### config.mk
export PLATFORM = sky130hd
export DESIGN_NAME = program_counter
export DESIGN_NICKNAME = d
export VERILOG_FILES = /design/src/rtl/pc_pkg.sv /design/src/rtl/program_counter.sv
export SDC_FILE = /design/constraint.sdc
export NUM_CORES = 1
export LEC_CHECK = 0
export CAP_MARGIN = 20
export CORE_MARGIN = 2
export CORE_UTILIZATION = 29
export CTS_CLUSTER_SIZE = 14
export DETAILED_ROUTE_END_ITERATION = 16
export HOLD_SLACK_MARGIN = 0.06
export PLACE_DENSITY = 0.74
export RECOVER_POWER = 50
export SLEW_MARGIN = 20
export SYNTH_ARGS = -nofsm -noshare
export SYNTH_HDL_FRONTEND = slang
export SYNTH_SLANG_ARGS = --single-unit
### constraint.sdc
create_clock -name clk -period 0.8 [get_ports clk]
set_input_delay 0.16 -clock clk [delete_from_list [all_inputs] [get_ports clk]]
set_output_delay 0.16 -clock clk [all_outputs]
set_load 0.02 [all_outputs]
### src/rtl/pc_pkg.sv
`default_nettype none
// ============================================================================
// Module      : pc_pkg
// Description : Shared address-width and reset-vector constants for the PC.
// Revision    : 1.0 - initial release
// ============================================================================
package pc_pkg;

    localparam int XLEN = 32;
    localparam logic [XLEN-1:0] RESET_VECTOR = 32'h0000_0000;

    typedef logic [XLEN-1:0] addr_t;

endpackage
`default_nettype wire

### src/rtl/program_counter.sv
`default_nettype none
// ============================================================================
// Module      : program_counter
// Description : PC register; loads the next-PC value every cycle, with a
//               synchronous reset to RESET_VECTOR.
// Revision    : 1.0 - initial release
// ============================================================================
module program_counter #(
    parameter int              XLEN         = pc_pkg::XLEN,
    parameter logic [XLEN-1:0] RESET_VECTOR = pc_pkg::RESET_VECTOR
) (
    input  logic            clk,
    input  logic            reset,
    input  logic [XLEN-1:0] pc_in,
    output logic [XLEN-1:0] pc_out
);

    logic [XLEN-1:0] r_pc;

    // No masking, increment or saturation: the datapath owns next-PC policy.
    always_ff @(posedge clk) begin
        if (reset) begin
            r_pc <= RESET_VECTOR;
        end else begin
            r_pc <= pc_in;
        end
    end

    assign pc_out = r_pc;

`ifndef SYNTHESIS
    logic            r_armed;
    logic            r_last_reset;
    logic [XLEN-1:0] r_last_pc_in;

    // pc_out read here is the value produced by the previous edge.
    always_ff @(posedge clk) begin
        if (r_armed) begin
            if (r_last_reset) begin
                assert (pc_out === RESET_VECTOR);
            end else begin
                assert (pc_out === r_last_pc_in);
            end
            assert (!$isunknown(pc_out));
        end
        r_armed      <= (r_armed === 1'b1) || reset;
        r_last_reset <= reset;
        r_last_pc_in <= pc_in;
    end
`endif

endmodule
`default_nettype wire

## Word level (Yosys, flattened, before mapping)

Cells that the tools add are included.
Widths: inputs -> output; s select.

| storage, ports and cells | value |
|---|---|
| flip-flop bits (word level) | 32 |
| input bits | 34 |
| output and inout port bits | 32 |
| logic and storage cells | 1 |

## Longest topological paths before layout

Gate-level depths: netlist (run 1).

| depth | value |
|---|---|
| depth after elaboration | 0 |
| gate-level depth with buffers | 2 |
| gate-level depth less buffers | 1 |

## Least setup slack after synthesis (run 1)

Ideal clock, no wire load.

| timing path | value |
|---|---|
| path kind | register to output |
| start | reg r_pc[0], in the netlist pc_out[0] |
| end | out pc_out[0] |
| arrival time | 395 ps |
| data required time | 640 ps |
| slack | 245 ps |
| stages on the path, launching flop included | 1 |
| path buffers | 0 |
| path through | dfxtp_1 |

RTL lines:

| item | RTL line | source |
|---|---|---|
| from (decl) | program_counter.sv:18 | `logic [XLEN-1:0] r_pc;` |
| from (signal assigned) | program_counter.sv:25 | `r_pc <= pc_in;` |
| to (decl) | program_counter.sv:15 | `output logic [XLEN-1:0] pc_out` |

No word-level cell between the ends.

## Final worst setup path (run 1)

| timing path | value |
|---|---|
| start | reg r_pc[8], in the netlist pc_out[8] |
| end | out pc_out[8] |

No word-level cell between the ends.

==> metrics.csv, run 1 <==
stage;metric;value;unit
synth;cell area after synthesis;863.3;sq um
setup_path;WP data required;0.64;ns
placed_design;Inst Count DP;162;
routing;DRC;0;
clock_network;Post CTS Setup Buffer Count;0;
grt;met3 Use GR;10.77;%
die;Starting Density;31.04;%
die;io pins;66;
die;row count;19;
routing;ANT nets after route;0;
routing;Wirelength per Cell;11.34;microns
finish;max FFs per register;32;
finish;fillcell total;231;
finish;share of layout cells above drive strength 1;52.90;%
hold_path;hold path depth;2;
timing;Worst-Margin Slew;0.2430;ns
routing;TritonRoute pass-1 iters;1;
grt;initial antenna violation count;0;
timing;Final Max Slew Viols;0;
synth;synth warn;0;
setup_path;critical path endpoint category;output port;
die;die area;0.003429;sq mm
pwr;Leakage;0.7152;nW
finish;Post-Layout Cell Count;169;
grt;GRT Total Usage;12.72;%
placed_design;Post-Place Worst Slack;-0.2712;ns
pwr;VDD IR max;1.312;mV
grt;pin count of the biggest net entering global routing;18;
setup_path;CP Max Fanout;1;
run_status;status;complete, but fails checks;
die;Die H;58.56;microns
setup_path;CP Data Arrival Time;0.78;ns
hold_path;Hold Crit Class;input pin to flop;
die;Die Span X;58.56;microns
pwr;pwr dens;1930;mW/mm^2
routing;DRT iter0 DRCs;0;
synth;Syn Inst Count;67;
timing;post-layout min period;0.9390;ns
setup_path;crit path cell chain;buf_6;
hold_path;Hold Startpoint;pc_in[6];
clock_network;clk slew on worst S/H paths;0.09;ns
clock_network;clock buffer depth;2;
setup_path;Setup crit start kind;flop;
synth;post-synth cell types;3;
clock_network;Hold Buf Count CTS;0;
grt;first-pass GRT wire length;2987;microns
routing;Via density;4.071;
synth;Mapped Avg Cell Area;12.89;sq um
hold_path;WHS Endpoint;pc_out[6];
clock_network;CTS tree;yes;
setup_path;Slowest cell on crit path;dfxtp_2;
run_status;failing checks;setup timing;
timing;fin crit share;117.4;%
timing;worst relative slew slack;83.80;%
setup_path;Critical Path Start;pc_out[8];
grt;met1 Use GR;10.85;%
routing;drt total wl;1917;microns
setup_path;CP max stage delay;0.33;ns
synth;#FFs+latches synth;32;
job;max cap viols;0;
timing;unrepaired setup endpoints after global routing;yes;
die;Core ar.;0.002781;sq mm
timing;hold slack;0.3653;ns
clock_network;CTS Sinks;32;
setup_path;WP buf/inv;1;
clock_network;H-tree depth;2;
grt;grt total ovfl;0;
placed_design;port bufs;65;
finish;antenna diode count;0;
routing;DR vias;688;
timing;maximum clock frequency;1065;MHz
setup_path;Setup CP Type;flop to output port;
finish;Syn-to-layout area delta;95.51;%
synth;Seq/Total Area, Yosys;74.20;%
synth;synthesized net count;101;
clock_network;CTS Buf Count;5;
timing;Hold Vio Cnt, Final;0;
finish;final core utilization;60.68;%
grt;M2 GR Usage;19.42;%
grt;vias in the first global route;710;
placed_design;Final GP Congestion;0.6382;
placed_design;Area after DPL;0.001545;sq mm
grt;most used routing layer;met2;
timing;post-route worst setup slack;-0.1390;ns
finish;nets@finish;172;
timing;Setup Viol. Count Final;32;
clock_network;root buf cell;clkbuf_4;
finish;fin area;0.001688;sq mm
setup_path;CP top delay family;flip-flops;
metal layers:
metal / up-vias / routed length (microns)
met5: - / 0
met4: 0 / 53
met3: 8 / 304
met2: 46 / 946
met1: 295 / 611
li1: 339 / -
logic make-up after synthesis:
group | synth area share, %
buffers and inverters | 2.609
and+or+nand+nor | 23.19
DFF | 74.20
cell usage after synthesis (all sizes together):
| master | count | area [sq um] |
|---|---|---|
| dfxtp | 32 | 640.6 |
| nor2b | 32 | 200.2 |
| buf | 3 | 22.52 |
power breakdown:
group	internal, mW	switching, mW
Combinational	0.337	0.195
Clock	0.498	0.496
Sequential	1.69	0.0378
Total	2.53	0.729
layout make-up:
type                    instances  area [sq um]  area share [%]
well taps                      31         38.79           2.298
repair buffers                 67         703.2           41.66
clock buffers                   7         65.06           3.855
flip-flops and latches         32         680.7           40.33
multi-input cells              32         200.2           11.86
through the flow:
step	power [mW]	TNS, ns
final	3.257	-4.145
after global routing	3.426	-5.636
after CTS	3.313	-4.747
after detailed placement	2.260	-15.60
after global placement	2.250	-15.09
after floorplan	1.924	0
cell usage in the layout, fill, tap and decap left out:
master	n
dfxtp_2	32
clkdlybuf4s50_1	33
buf_2	1
clkbuf_4	6
nor2b_1	32
buf_6	32
clkbuf_8	2
repair_timing:
action                                 CTS  global route
pin swaps                                0             0
endpoints found under the hold margin    0             0
gates resized for setup                224             0
setup endpoints to repair               32            32
cloned                                   0             0
worst max path at each step:
stage                       to  cells past startpoint
floorplan            pc_out[0]                      0
global placement     pc_out[0]                      3
detailed placement   pc_out[8]                      1
CTS                  pc_out[8]                      1
global route        pc_out[17]                      1
finish               pc_out[8]                      1
Note: power is estimated with default switching activity, not from simulation.
==> run 2, diff against run 1 <==
--- a/config.mk
+++ b/config.mk
@@ -7,11 +7,11 @@
 export LEC_CHECK = 0
 export CAP_MARGIN = 20
 export CORE_MARGIN = 2
-export CORE_UTILIZATION = 29
+export CORE_UTILIZATION = 30
 export CTS_CLUSTER_SIZE = 14
 export DETAILED_ROUTE_END_ITERATION = 16
 export HOLD_SLACK_MARGIN = 0.06
-export PLACE_DENSITY = 0.74
+export PLACE_DENSITY = 0.73
 export RECOVER_POWER = 50
 export SLEW_MARGIN = 20
 export SYNTH_ARGS = -nofsm -noshare
==> constraint.sdc (replaced) <==
create_clock -name clk -period 1.15 [get_ports clk]
set_input_delay 0.23 -clock clk [delete_from_list [all_inputs] [get_ports clk]]
set_output_delay 0.23 -clock clk [all_outputs]
set_load 0.02 [all_outputs]
==> run 2 against run 1 <==
  * The flow now finishes without violations
  * Critical path depth stayed put
  * Count of clock-buffer cells in the layout stayed put
  * Final cell count is 0.59% higher
  * Flip-flop and latch count stayed put
  * Critical endpoint is now pc_out[0]
  * Highest routed layer unchanged
==> metrics.csv, run 2 (synthesis gave the netlist of run 1 again) <==
stage;metric;value;unit;change
clock_network;Hold Buf Count CTS;0;;unchanged
pwr;VDD IR max;0.9175;mV;was 1.312 mV
hold_path;Hold Startpoint;pc_in[12];;was pc_in[6]
pwr;Net Sw Frac;22.69;%;was 22.37%
hold_path;hold path depth;2;;unchanged
timing;maximum clock frequency;957.2;MHz;
routing;Via density;4.112;;was 4.071
finish;nets@finish;173;;was 172
pwr;Cell Int Power;1.678;mW;was 2.529 mW
finish;max FFs per register;32;;unchanged
die;row count;19;;unchanged
finish;most frequent cells in the layout;32 x nor2b_1, 32 x clkdlybuf4s50_1, 32 x buf_2, 32 x dfxtp_1, 5 x clkbuf_4;;was 33 x clkdlybuf4s50_1, 32 x nor2b_1, 32 x buf_6, 32 x dfxtp_2, 6 x clkbuf_4
setup_path;Setup crit start kind;flop;;unchanged
setup_path;CP Data Arrival Time;0.81;ns;was 0.78 ns
die;Core ar.;0.002734;sq mm;was 0.002781 sq mm
timing;Hold Vio Cnt, Final;0;;unchanged
setup_path;logic depth of the worst setup path including buffers;1;;unchanged
clock_network;root buf cell;clkbuf_4;;unchanged
clock_network;CTS tree;yes;;unchanged
job;max cap viols;0;;unchanged
routing;DRT iter0 DRCs;7;;was 0
placed_design;DP HPWL;1581;microns;
setup_path;Setup CP Type;flop to output port;;unchanged
grt;vias in the first global route;757;;was 710
pwr;combinational power share;13.9;%;was 16.3%
clock_network;CTS Sinks;32;;unchanged
timing;post-layout min period;1.045;ns;
die;Die H;57.65;microns;was 58.56 microns
finish;share of layout cells above drive strength 1;29.50;%;was 52.90%
die;die area;0.003323;sq mm;was 0.003429 sq mm
setup_path;WP data required;0.92;ns;was 0.64 ns
clock_network;Post CTS Setup Buffer Count;0;;unchanged
setup_path;WP buf/inv;1;;unchanged
grt;initial antenna violation count;0;;unchanged
routing;DR vias;699;;was 688
pwr;sequential power share;54.3;%;was 53.2%
grt;pin count of the biggest net entering global routing;13;;was 18
setup_path;CP max stage delay;0.32;ns;was 0.33 ns
clock_network;clock buffer depth;2;;unchanged
hold_path;Hold Crit Class;input pin to flop;;unchanged
setup_path;Slowest cell on crit path;dfxtp_1;;was dfxtp_2
die;Starting Density;31.58;%;was 31.04%
routing;TritonRoute pass-1 iters;2;;was 1
pwr;pwr dens;1498;mW/mm^2;was 1930 mW/mm^2
grt;first-pass GRT wire length;3291;microns;was 2987 microns
clock_network;clk slew on worst S/H paths;0.09;ns;about the same
finish;fillcell total;263;;was 231
routing;ANT nets after route;0;;unchanged
timing;Worst-Margin Slew;0.3851;ns;was 0.2430 ns
routing;DRC;0;;unchanged
grt;grt total ovfl;0;;unchanged
placed_design;Final GP Congestion;0.6573;;was 0.6382
routing;drt total wl;2027;microns;was 1917 microns
timing;Setup TNS;0;ns;was -4.145 ns
die;io pins;66;;unchanged
timing;unrepaired setup endpoints after global routing;no;;was yes
pwr;Sw Pwr;0.4925;mW;was 0.7288 mW
finish;antenna diode count;0;;unchanged
clock_network;H-tree depth;2;;unchanged
pwr;Leakage;0.6653;nW;was 0.7152 nW
die;Die Span X;57.65;microns;was 58.56 microns
routing;Wirelength per Cell;11.92;microns;was 11.34 microns
setup_path;critical path endpoint category;output port;;unchanged
timing;fin crit share;90.85;%;
timing;Final Max Slew Viols;0;;unchanged
placed_design;port bufs;65;;unchanged
pwr;clock power share;31.7;%;was 30.5%
setup_path;CP Max Fanout;1;;unchanged
run_status;status;finished, final reports clean;;was complete, but fails checks
pwr;overall power;2.170;mW;was 3.257 mW
timing;hold slack;0.4500;ns;was 0.3653 ns
timing;Setup Viol. Count Final;0;;was 32
setup_path;Critical Path Start;pc_out[0];;was pc_out[8]
timing;worst relative slew slack;74.32;%;was 83.80%
setup_path;crit path cell chain;buf_2;;was buf_6
clock_network;CTS Buf Count;5;;unchanged
finish;Syn-to-layout area delta;67.83;%;was 95.51%
setup_path;CP top delay family;flip-flops;;unchanged
grt;GRT Total Usage;13.90;%;was 12.72%
## run 2: path summary, 6_finish.rpt
path	end	slack, ns
worst min-delay path	pc_out[12]	0.45
worst max-delay path	pc_out[0]	0.11
## run 2: what timing repair did
item	in CTS	in global routing
setup endpoints to repair	32	19
gates resized for setup	109	19
pin swaps	0	0
## run 2: power groups by stage
stage / Sequential, mW / Combinational, mW / Clock, mW
2_1_floorplan: 1.29 / 0.0533 / 0
3_3_place_gp: 1.21 / 0.361 / 0
3_5_place_dp: 1.21 / 0.366 / 0
4_1_cts: 1.18 / 0.335 / 0.720
5_1_grt: 1.19 / 0.325 / 0.759
6_report: 1.18 / 0.303 / 0.689
## run 2: routing by layer
| metal | global-route usage [%] | wire length (microns) | up-vias |
|---|---|---|---|
| li1 | - | - | 345 |
| met1 | 11.57 | 647 | 306 |
| met2 | 24.51 | 1061 | 41 |
| met3 | 5.580 | 237 | 7 |
| met4 | 12.96 | 80 | 0 |
| met5 | 0 | 0 | - |
## run 2: layout make-up
class	instances	area, sq um	area share [%]
clock buffer	7	65.06	4.490
multi-input combinational	32	200.2	13.82
sequential	32	640.6	44.21
tap	31	38.79	2.677
timing repair buffer	68	504.2	34.80
## run 2: per-stage QoR
step | worst slack [ns] | util [%] | area (sq um) | std cells
floorplan | 0.5249 | - | 863.3 | 67
CTS | 0.00009914 | 57.67 | 1577 | 170
detailed placement | 0.007325 | 56.80 | 1553 | 163
finish | 0.1052 | 53.00 | 1449 | 170
global placement | 0.02405 | 56.80 | 1553 | 163
global route | 0.02919 | 53.00 | 1449 | 170
